`config.mk`:
```
export PLATFORM = sky130hd
export DESIGN_NAME = hazard_fwd_unit
export DESIGN_NICKNAME = d
export VERILOG_FILES = /design/src/rtl/hazard_fwd_unit.sv
export SDC_FILE = /design/constraint.sdc
export NUM_CORES = 1
export LEC_CHECK = 0
export ABC_AREA = 1
export CAP_MARGIN = 5
export CORE_MARGIN = 2
export CORE_UTILIZATION = 56
export DETAILED_ROUTE_END_ITERATION = 8
export GPL_ROUTABILITY_DRIVEN = 1
export PLACE_DENSITY = 0.95
export SLEW_MARGIN = 5
export SYNTH_ARGS = -nofsm -noshare
export SYNTH_HDL_FRONTEND = slang
export SYNTH_SLANG_ARGS = --single-unit
```
`constraint.sdc`:
```
create_clock -name clk -period 4.7 [get_ports clk]
set_input_delay 0.47 -clock clk [delete_from_list [all_inputs] [get_ports clk]]
set_output_delay 0.47 -clock clk [all_outputs]
set_load 0.03 [all_outputs]
```
`src/rtl/hazard_fwd_unit.sv`:
```
`default_nettype none
// hazard_fwd_unit: tracks EX/MEM/WB destinations and drives registered EX operand forward selects plus ID/EX stall/bubble.
// Optional feature macro HAZARD_FWD_EN: forwarding enabled; undefined builds an interlock-only controller.
module hazard_fwd_unit #(
  parameter int REG_ADDR_W = 5,
  parameter int SEL_W      = 2
) (
  input  logic                  clk,
  input  logic                  rst,
  input  logic                  id_valid,
  input  logic [REG_ADDR_W-1:0] id_rs1,
  input  logic [REG_ADDR_W-1:0] id_rs2,
  input  logic                  id_use_rs1,
  input  logic                  id_use_rs2,
  input  logic [REG_ADDR_W-1:0] id_rd,
  input  logic                  id_reg_write,
  input  logic                  id_mem_read,
  input  logic                  ex_flush,
  output logic [SEL_W-1:0]      fwd_a_sel,
  output logic [SEL_W-1:0]      fwd_b_sel,
  output logic                  stall,
  output logic                  bubble,
  output logic [31:0]           stall_cnt
);

  logic [REG_ADDR_W-1:0] ex_rd, mem_rd, wb_rd;
  logic                  ex_we, ex_ld, mem_we, wb_we;
  logic                  ex_hit_a, ex_hit_b, mem_hit_a, mem_hit_b;
  logic                  hazard, load_ex;

  // x0 never matches, so it can neither forward nor stall.
  assign ex_hit_a  = id_use_rs1 & (id_rs1 != '0) & ex_we  & (ex_rd  == id_rs1);
  assign ex_hit_b  = id_use_rs2 & (id_rs2 != '0) & ex_we  & (ex_rd  == id_rs2);
  assign mem_hit_a = id_use_rs1 & (id_rs1 != '0) & mem_we & (mem_rd == id_rs1);
  assign mem_hit_b = id_use_rs2 & (id_rs2 != '0) & mem_we & (mem_rd == id_rs2);

`ifdef HAZARD_FWD_EN
  localparam logic [SEL_W-1:0] SEL_RF  = SEL_W'(0);
  localparam logic [SEL_W-1:0] SEL_MEM = SEL_W'(1);
  localparam logic [SEL_W-1:0] SEL_WB  = SEL_W'(2);

  logic [SEL_W-1:0] sel_a_nxt, sel_b_nxt;

  assign hazard = ex_ld & (ex_hit_a | ex_hit_b);

  // An instruction now in EX will sit in MEM when the ID instruction reaches EX.
  always_comb begin
    sel_a_nxt = SEL_RF;
    sel_b_nxt = SEL_RF;
    if (load_ex) begin
      if (ex_hit_a)       sel_a_nxt = SEL_MEM;
      else if (mem_hit_a) sel_a_nxt = SEL_WB;
      if (ex_hit_b)       sel_b_nxt = SEL_MEM;
      else if (mem_hit_b) sel_b_nxt = SEL_WB;
    end
  end

  always_ff @(posedge clk) begin
    if (rst) begin
      fwd_a_sel <= SEL_RF;
      fwd_b_sel <= SEL_RF;
    end else begin
      fwd_a_sel <= sel_a_nxt;
      fwd_b_sel <= sel_b_nxt;
    end
  end
`else
  logic unused_ld;

  assign hazard    = ex_hit_a | ex_hit_b | mem_hit_a | mem_hit_b;
  assign fwd_a_sel = '0;
  assign fwd_b_sel = '0;
  assign unused_ld = ex_ld;
`endif

  assign stall   = id_valid & hazard & ~ex_flush;
  assign bubble  = stall | ex_flush;
  assign load_ex = id_valid & ~stall & ~ex_flush;

  // WB slot is kept for visibility only; the register file's write-first read covers it.
  logic unused_wb;
  assign unused_wb = ^{wb_rd, wb_we};

  always_ff @(posedge clk) begin
    if (rst) begin
      ex_rd     <= '0;
      ex_we     <= 1'b0;
      ex_ld     <= 1'b0;
      mem_rd    <= '0;
      mem_we    <= 1'b0;
      wb_rd     <= '0;
      wb_we     <= 1'b0;
      stall_cnt <= '0;
    end else begin
      if (load_ex) begin
        ex_rd <= id_rd;
        ex_we <= id_reg_write;
        ex_ld <= id_mem_read;
      end else begin
        ex_rd <= '0;
        ex_we <= 1'b0;
        ex_ld <= 1'b0;
      end
      mem_rd <= ex_rd;
      mem_we <= ex_we;
      wb_rd  <= mem_rd;
      wb_we  <= mem_we;
      if (stall && (stall_cnt != 32'hFFFF_FFFF))
        stall_cnt <= stall_cnt + 32'd1;
    end
  end

endmodule
`default_nettype wire

```
# ---- Word-level counts from Yosys, hierarchy flattened
# Cells that the tools add are included.
dict set report classes {
  addsub 1
  eq_ne 5
  bitwise 21
  n_reduce_logical 4
}
# operator count
set ops {}
lappend ops {{32-bit by 1-bit adder with 32-bit output (second input constant)} 1}
lappend ops {{32-bit != test (second input constant)} 1}
lappend ops {{5-bit == test} 4}
lappend ops {{1-bit AND} 14}
lappend ops {{5-bit nonzero test} 2}
lappend ops {{1-bit OR} 4}
lappend ops {{1-bit NOT} 3}
lappend ops {{2-bit OR reduction} 1}
lappend ops {{1-bit logical AND} 1}
dict set report totals {
  reg_bits 44
  out_inout_bits 38
}

# ---- Logic depth before layout (Yosys ltp)
# Gate-level depths: netlist of run 1.
dict set report logic_depth {
  word_depth 14
  mapped_depth 14
}

# ---- Worst setup path after synthesis of run 1
# OpenSTA, ideal clock, no wires.
dict set report synth_path {
  kind {input to output}
  startpoint {input port id_rs2[3]}
  endpoint {output port bubble}
  t_arrival_ns 1.615
  path_slack_ns 2.615
  cell_stages 10
  path_cell_list {inv_1 > nand2_1 > nand2_1 > nor2_1 > nand3_1 > nor2_1 > nor2_2 > a21oi_4 > buf_2 > or2_1}
}
dict set report synth_via {
  elab_chain_len 10
}
# element line_no
set synth_rtl {}
lappend synth_rtl {{start, declared} 12} ;# input logic [REG_ADDR_W-1:0] id_rs2,
lappend synth_rtl {{5-bit nonzero test} {33, 35}}
lappend synth_rtl {{1-bit AND} {33, 35}}
lappend synth_rtl {{1-bit AND (2 in series)} 33} ;# assign ex_hit_b = id_use_rs2 & (id_rs2 != '0) & ex_we & (ex_rd == id_rs2);
lappend synth_rtl {{1-bit OR (2 in series)} 70} ;# assign hazard = ex_hit_a | ex_hit_b | mem_hit_a | mem_hit_b;
lappend synth_rtl {{1-bit OR (*)} 70}
lappend synth_rtl {{1-bit AND (*) (2 in series)} 76} ;# assign stall = id_valid & hazard & ~ex_flush;
lappend synth_rtl {{1-bit OR (*)} 77} ;# assign bubble = stall | ex_flush;
lappend synth_rtl {{end, declared} 22} ;# output logic bubble,
# Every way passes the cells marked *; elsewhere a longest branch is shown, timed or not.

# ---- Worst setup path in the final report of run 1
dict set report layout_path {
  startpoint {input port id_rs1[1]}
  endpoint {output port bubble}
}
dict set report layout_via {
  elab_chain_len 10
}
# element line_no
set layout_rtl {}
lappend layout_rtl {{start, declared} 11} ;# input logic [REG_ADDR_W-1:0] id_rs1,
lappend layout_rtl {{5-bit nonzero test} {32, 34}}
lappend layout_rtl {{1-bit AND} {32, 34}}
lappend layout_rtl {{1-bit AND (2 in series)} 32} ;# assign ex_hit_a = id_use_rs1 & (id_rs1 != '0) & ex_we & (ex_rd == id_rs1);
lappend layout_rtl {{1-bit OR} 70}
lappend layout_rtl {{1-bit OR (*) (2 in series)} 70}
lappend layout_rtl {{1-bit AND (*) (2 in series)} 76}
lappend layout_rtl {{1-bit OR (*)} 77}
# Marked as above.

==> metrics.txt, run 1 <==
# rows=26; most common cell in the netlist=nand2_1; final hold vios=0; grt ovf=0; max-cap violations=0; CTS tree=yes; clk sinks=44; kind of critical path=in -> out; DRT antenna net count=0; die area=between 0.005 and 0.006 mm2; VDD IR max=around 0.15 mV; crit path time final=approximately 3400 ps; outcome=finished, violations left; placed cell area=roughly 0.0035 mm2; Detailed Route Iter0 Violations=roughly 280; fmax=around 300 MHz; Initial Util=0.583; first-pass GRT wire length=12900 um; postcts setup bufs=0; most frequent cells after synthesis=nand2_1, nor2_1, inv_1; Hold Crit Class=reg -> reg; Lkg Pwr=between 1.5 and 2 nW; Total Wirelength=between 7000 and 8000 um; top cell type's share of synthesized area=0.296; Synth async-reset ratio=0; pin count of the biggest net entering global routing=31; vias in the first global route=approximately 2900; Final #Nets=roughly 560; gp weighted congestion=around 0.9; Worst setup SP type=primary input; clk_lat worst skew=300 ps; Final Max Tran Viols=0; largest area contributor in the netlist=dfxtp_1; failing checks=design-rule violations; Via Count=between 3000 and 4000; H-tree depth=2; ANT cells=0; setup violators final=0; Synth Cell Area=around 0.0030 mm2; DRC=1; Max Root-Sink Buffers=2; DRT Pass-1 Iters=7; CTS buffer count=5; Mapped Cells=between 400 and 500; register area=881 um2; multi-input logic area=~0.0017 mm2; CTS root buffer=clkbuf_8; filler cell count in the final layout=approximately 430; synth top area cells=dfxtp_1, nand2_1, nor2_1; Worst EP arrival=~2900 ps; Layout Skew=between 9 and 10 ps; Resized cells post-CTS=0; Core ar.=slightly above 0.005 mm2; Power Density=~190 mW/mm2; drt wl/cell=between 10 and 15 um; non-filler cells in the finished layout=604; Setup TNS=0 ps; Design Area, Final=approximately 0.0036 mm2; hold depth=2; All-Layer GR Usage=0.263; R2R cell count=12; register area share after synthesis=0.296; Vias per Instance=approximately 5.3; Area growth, synth to finish=21.7%; Post-synth EDFFs=0; PortBufs=between 50 and 60; Synth Register Bits=44; RSZ-0062 raised after global routing=no; Main synth FF type=dfxtp_1; Detail Placement HPWL=around 5500 um; Ports=61; measured slew at the worst slew-check pin=around 940 ps; initial antenna violation count=0; Yosys cell types=34; Tcrit/Tclk final=0.717; Rel. slew slack=0.373; CP Data Required Time=approximately 4200 ps; layout cells sized above 1=0.0674; CTS clk-pin slew, worst paths=80 ps; Die H=slightly below 80 um; WHS=between 400 and 500 ps; crit path capture type=output pin; syn avg cell area=slightly above 6 um2; # placed instances=between 500 and 600; hold buffer count at cts=0; Die X=76.9 um; Synth Warn #=0; crit path max fanout=17
-- sequential cells by signal, summed over array words and instances, names as in the netlist --
signal,cells
ex_rd,5
ex_we,1
mem_rd,5
mem_we,1
stall_cnt,32
-- per-layer routing --
metal  global-route usage  share of wire  up-vias
li1                     -              -     1561
met1                0.307           0.40     1420
met2                0.460           0.48      163
met3               0.0518          0.086       37
met4                0.122          0.036        0
met5                    0              0        -
-- layout by cell type (no fill, tap or decap), types with 2 or more instances in the layout --
master and count:
nand2_1 121, nor2_1 107, inv_1 82, clkdlybuf4s50_1 55
dfxtp_1 44, nand4_1 30, xor2_1 15, nand3_1 12
xnor2_1 7, nor2_2 6, clkbuf_8 6, nor3_1 5
nand2_2 4, o21ai_0 4, conb_1 4, inv_2 3
nand3_2 3, nor2_4 3, nand4_4 3, clkinv_1 3
o21ai_1 3, nor3_2 2, a21oi_1 2, clkinv_2 2
-- power breakdown --
group | internal, mW | total [mW] | switching, mW
sequential | 0.375 | 0.377 | 0.00194
clock | 0.118 | 0.252 | 0.134
combinational | 0.0289 | 0.0673 | 0.0384
-- worst paths after layout --
kind | from | end | slack [ps]
setup / recovery | id_rs1[1] | bubble | 1330
hold / removal | ex_we | mem_we | 460
setup reg to reg | stall_cnt[0] | stall_cnt[7] | 2610
hold reg to reg | ex_we | mem_we | 460
-- kinds of logic after synthesis --
group,Yosys count,synth area share
AOI/OAI and AO/OA,12,0.0277
adders and majority gates,1,0.00420
other,1,0.00126
buffers and inverters,103,0.143
and+or+nand+nor,300,0.464
DFF,44,0.296
xor gates and xnor gates,22,0.0647
-- worst max-delay path, stage by stage --
cell and delay (ps):
clkdlybuf4s50_1 540, inv_1 80, nand2_1 60, nand2_1 50, nor2_1 110, nand3_1 90
nor2_1 120, nor2_2 90, a21oi_4 460, or2_1 170, clkdlybuf4s50_1 670
-- stage by stage --
step           setup slack (ps)  total power, mW  utilization
6_report                   1330            0.696        0.710
5_1_grt                    1160            0.724        0.710
4_1_cts                    1330            0.700        0.710
3_5_place_dp               1340            0.452        0.692
3_3_place_gp               1370            0.451        0.692
2_1_floorplan              2620            0.426            -
-- layout make-up --
| class | count | area share |
|---|---|---|
| well taps | 70 | 0.0242 |
| repair buffers | 55 | 0.152 |
| inverters | 88 | 0.0911 |
| multi-input cells | 339 | 0.464 |
| flip-flops and latches | 44 | 0.243 |
| clock buffers | 6 | 0.0228 |
| clock inverters | 2 | 0.00276 |
Note: power is estimated with default switching activity, not from simulation.
==> run 2: changes to the inputs <==
--- a/config.mk
+++ b/config.mk
@@ -8,10 +8,10 @@
 export ABC_AREA = 1
 export CAP_MARGIN = 5
 export CORE_MARGIN = 2
-export CORE_UTILIZATION = 56
+export CORE_UTILIZATION = 52
 export DETAILED_ROUTE_END_ITERATION = 8
 export GPL_ROUTABILITY_DRIVEN = 1
-export PLACE_DENSITY = 0.95
+export PLACE_DENSITY = 0.93
 export SLEW_MARGIN = 5
 export SYNTH_ARGS = -nofsm -noshare
 export SYNTH_HDL_FRONTEND = slang
==> constraint.sdc (replaced) <==
create_clock -name clk -period 3.2 [get_ports clk]
set_input_delay 0.32 -clock clk [delete_from_list [all_inputs] [get_ports clk]]
set_output_delay 0.32 -clock clk [all_outputs]
set_load 0.03 [all_outputs]
==> run 2 against run 1 <==
  * The flow now finishes without violations
  * Largest cell class unchanged
  * Sequential share of layout area fell by 0.36 points
  * Setup slack lost 870 ps
  * Sequential cell count is the same
  * Via count shrank 0.28%
  * Critical endpoint unchanged
  * First-iteration DRC count decreased by 20%
  * Hold slack gained 17 ps
==> metrics.txt, run 2 (synthesis results as in run 1) <==
PortBufs=55 (unchanged); Max Root-Sink Buffers=2 (unchanged); non-filler cells in the finished layout=611 (+1.2%); Hold Path Sink=mem_rd[4]; CTS clk-pin slew, worst paths=90 ps (about the same); Die X=79.7 um (+3.6%); Via Count=3172 (-0.28%); first-pass GRT wire length=13200 um (+2.5%); Worst R2R Setup Slack=1090 ps (-1520 ps); CTS tree=yes; clk sinks=44 (unchanged); drt wl/cell=12.7 um (-0.76%); die area=0.00635 mm2 (+7.3%); Core ar.=0.00551 mm2 (+7.8%); DRT Pass-1 Iters=5 (-2); ANT cells=0 (unchanged); most frequent cells in the layout=nand2_1, nor2_1, inv_1; R2R cell count=10 (-2); H-tree depth=2 (unchanged); DRT antenna net count=0 (unchanged); layout cells sized above 1=0.0742 (+0.00680); Final #Nets=562 (+0.90%); Detail Placement HPWL=5630 um (+3.1%); measured slew at the worst slew-check pin=560 ps (-379 ps); max-cap violations=0 (unchanged); # placed instances=603 (+1.2%); Total Wirelength=7770 um (+0.39%); Design Power=1.08 mW (+56%); largest reg by FF count=stall_cnt; pin count of the biggest net entering global routing=25 (-19%); Cell Chain, Critical Path=clkdlybuf4s50_1, inv_1, nand2_1, nand2_1, nor2_1, nand3_1, nor2_1, nor2_2, a21oi_4, or2_1, clkdlybuf4s50_1; CTS root buffer=clkbuf_8; DRC=0 (-1); grt met3 use=0.0441 (-0.00765); All-Layer GR Usage=0.259 (-0.00402); VDD IR max=0.209 mV (+42%); multi-input logic area=0.00168 mm2 (unchanged); Initial Util=0.541 (-0.0423); Final Max Tran Viols=0 (unchanged); clk_lat worst skew=300 ps (about the same); Power Density=294 mW/mm2 (+53%); register area=881 um2 (unchanged); final hold vios=0 (unchanged); Worst path slowest cell=clkdlybuf4s50_1; crit path capture type=output pin; Vias per Instance=5.19 (-1.4%); grt ovf=0 (unchanged); RSZ-0062 raised after global routing=no; initial antenna violation count=0 (unchanged); Worst R2R Start=stall_cnt[1]; most common cell after layout, fill and taps aside=nand2_1; Hold Crit Class=reg -> reg; CTS buffer count=5 (unchanged); Worst setup SP type=primary input; gp weighted congestion=0.920 (+4.5%); met2 usage=0.452 (-0.00755); Rel. slew slack=0.626 (+0.252); RR Endpoint=stall_cnt[12]; Largest regs=stall_cnt x32, ex_rd x5, mem_rd x5; filler cell count in the final layout=454 (+5.8%); Hold Crit Start=ex_rd[4]; met1 global-route usage=0.309 (+0.00209); vias in the first global route=3054 (+6.8%); Die H=79.7 um (+3.6%); # rows=27 (+3.8%); max reg flops=32 (unchanged); hold depth=2 (unchanged); hold buffer count at cts=0 (unchanged); Tcrit/Tclk final=0.855; Setup TNS=0 ps (unchanged); Area growth, synth to finish=23.6%; Resized cells post-CTS=0 (unchanged); Lkg Pwr=1.68 nW (+1.7%); setup violators final=0 (unchanged); kind of critical path=in -> out; Detailed Route Iter0 Violations=219 (-20%); fmax=~370 MHz; crit path time final=between 2000 and 3000 ps; CP Data Required Time=2880 ps (-1350 ps); crit path max fanout=4 (-13); outcome=finished, final reports clean; Layout Skew=6.49 ps (-2.54 ps); Worst EP arrival=2410 ps (-490 ps); postcts setup bufs=0 (unchanged); most used routing layer=met2; CP max stage delay=670 ps (about the same); Ports=61 (unchanged)
## run 2: changes by cell type in the layout (fill, tap and decap cells not counted)
cell	previous run	this run
clkinv_2	2	1
buf_4	0	5
bufinv_16	0	1
clkbuf_1	0	1
clkbuf_8	6	5
## run 2: final cells by class
type                    count  share of cell area
repair buffers             60               0.160
clock buffers               6              0.0197
well taps                  72              0.0245
flip-flops and latches     44               0.239
clock inverters             2             0.00952
multi-input cells         339               0.458
inverters                  88              0.0897
## run 2: per-layer routing
| metal | up-vias | share of wire |
|---|---|---|
| li1 | 1572 | - |
| met1 | 1435 | 0.41 |
| met2 | 142 | 0.48 |
| met3 | 23 | 0.079 |
| met4 | 0 | 0.026 |
| met5 | - | 0 |
## run 2: per-stage QoR
step           hold WS [ps]  utilization  worst slack [ps]  area, um2
3_3_place_gp            440        0.649               510       3570
2_1_floorplan           417            -              1240       2990
6_report                472        0.668               465       3680
5_1_grt                 513        0.668               329       3680
3_5_place_dp            465        0.649               462       3570
4_1_cts                 479        0.668               452       3680
## run 2: worst max-delay path, delay by kind of cell
kind,cells,cell delay (ps)
AOI/OAI and AO/OA,1,180
buffers and inverters,3,1280
and+or+nand+nor,7,630
## run 2: power by group
part	internal (mW)	switching, mW
clock network	0.232	0.196
logic	0.0446	0.0582
registers	0.550	0.00295
## run 2: worst max-delay path by stage
stage | from | endpoint | slack (ps) | depth (start not counted)
6_report | id_rs2[0] | bubble | 470 | 11
5_1_grt | id_rs1[1] | bubble | 330 | 11
4_1_cts | id_rs1[0] | stall | 450 | 12
3_5_place_dp | id_rs1[0] | stall | 460 | 12
3_3_place_gp | id_rs1[0] | bubble | 510 | 11
2_1_floorplan | stall_cnt[1] | stall_cnt[29] | 1240 | 11
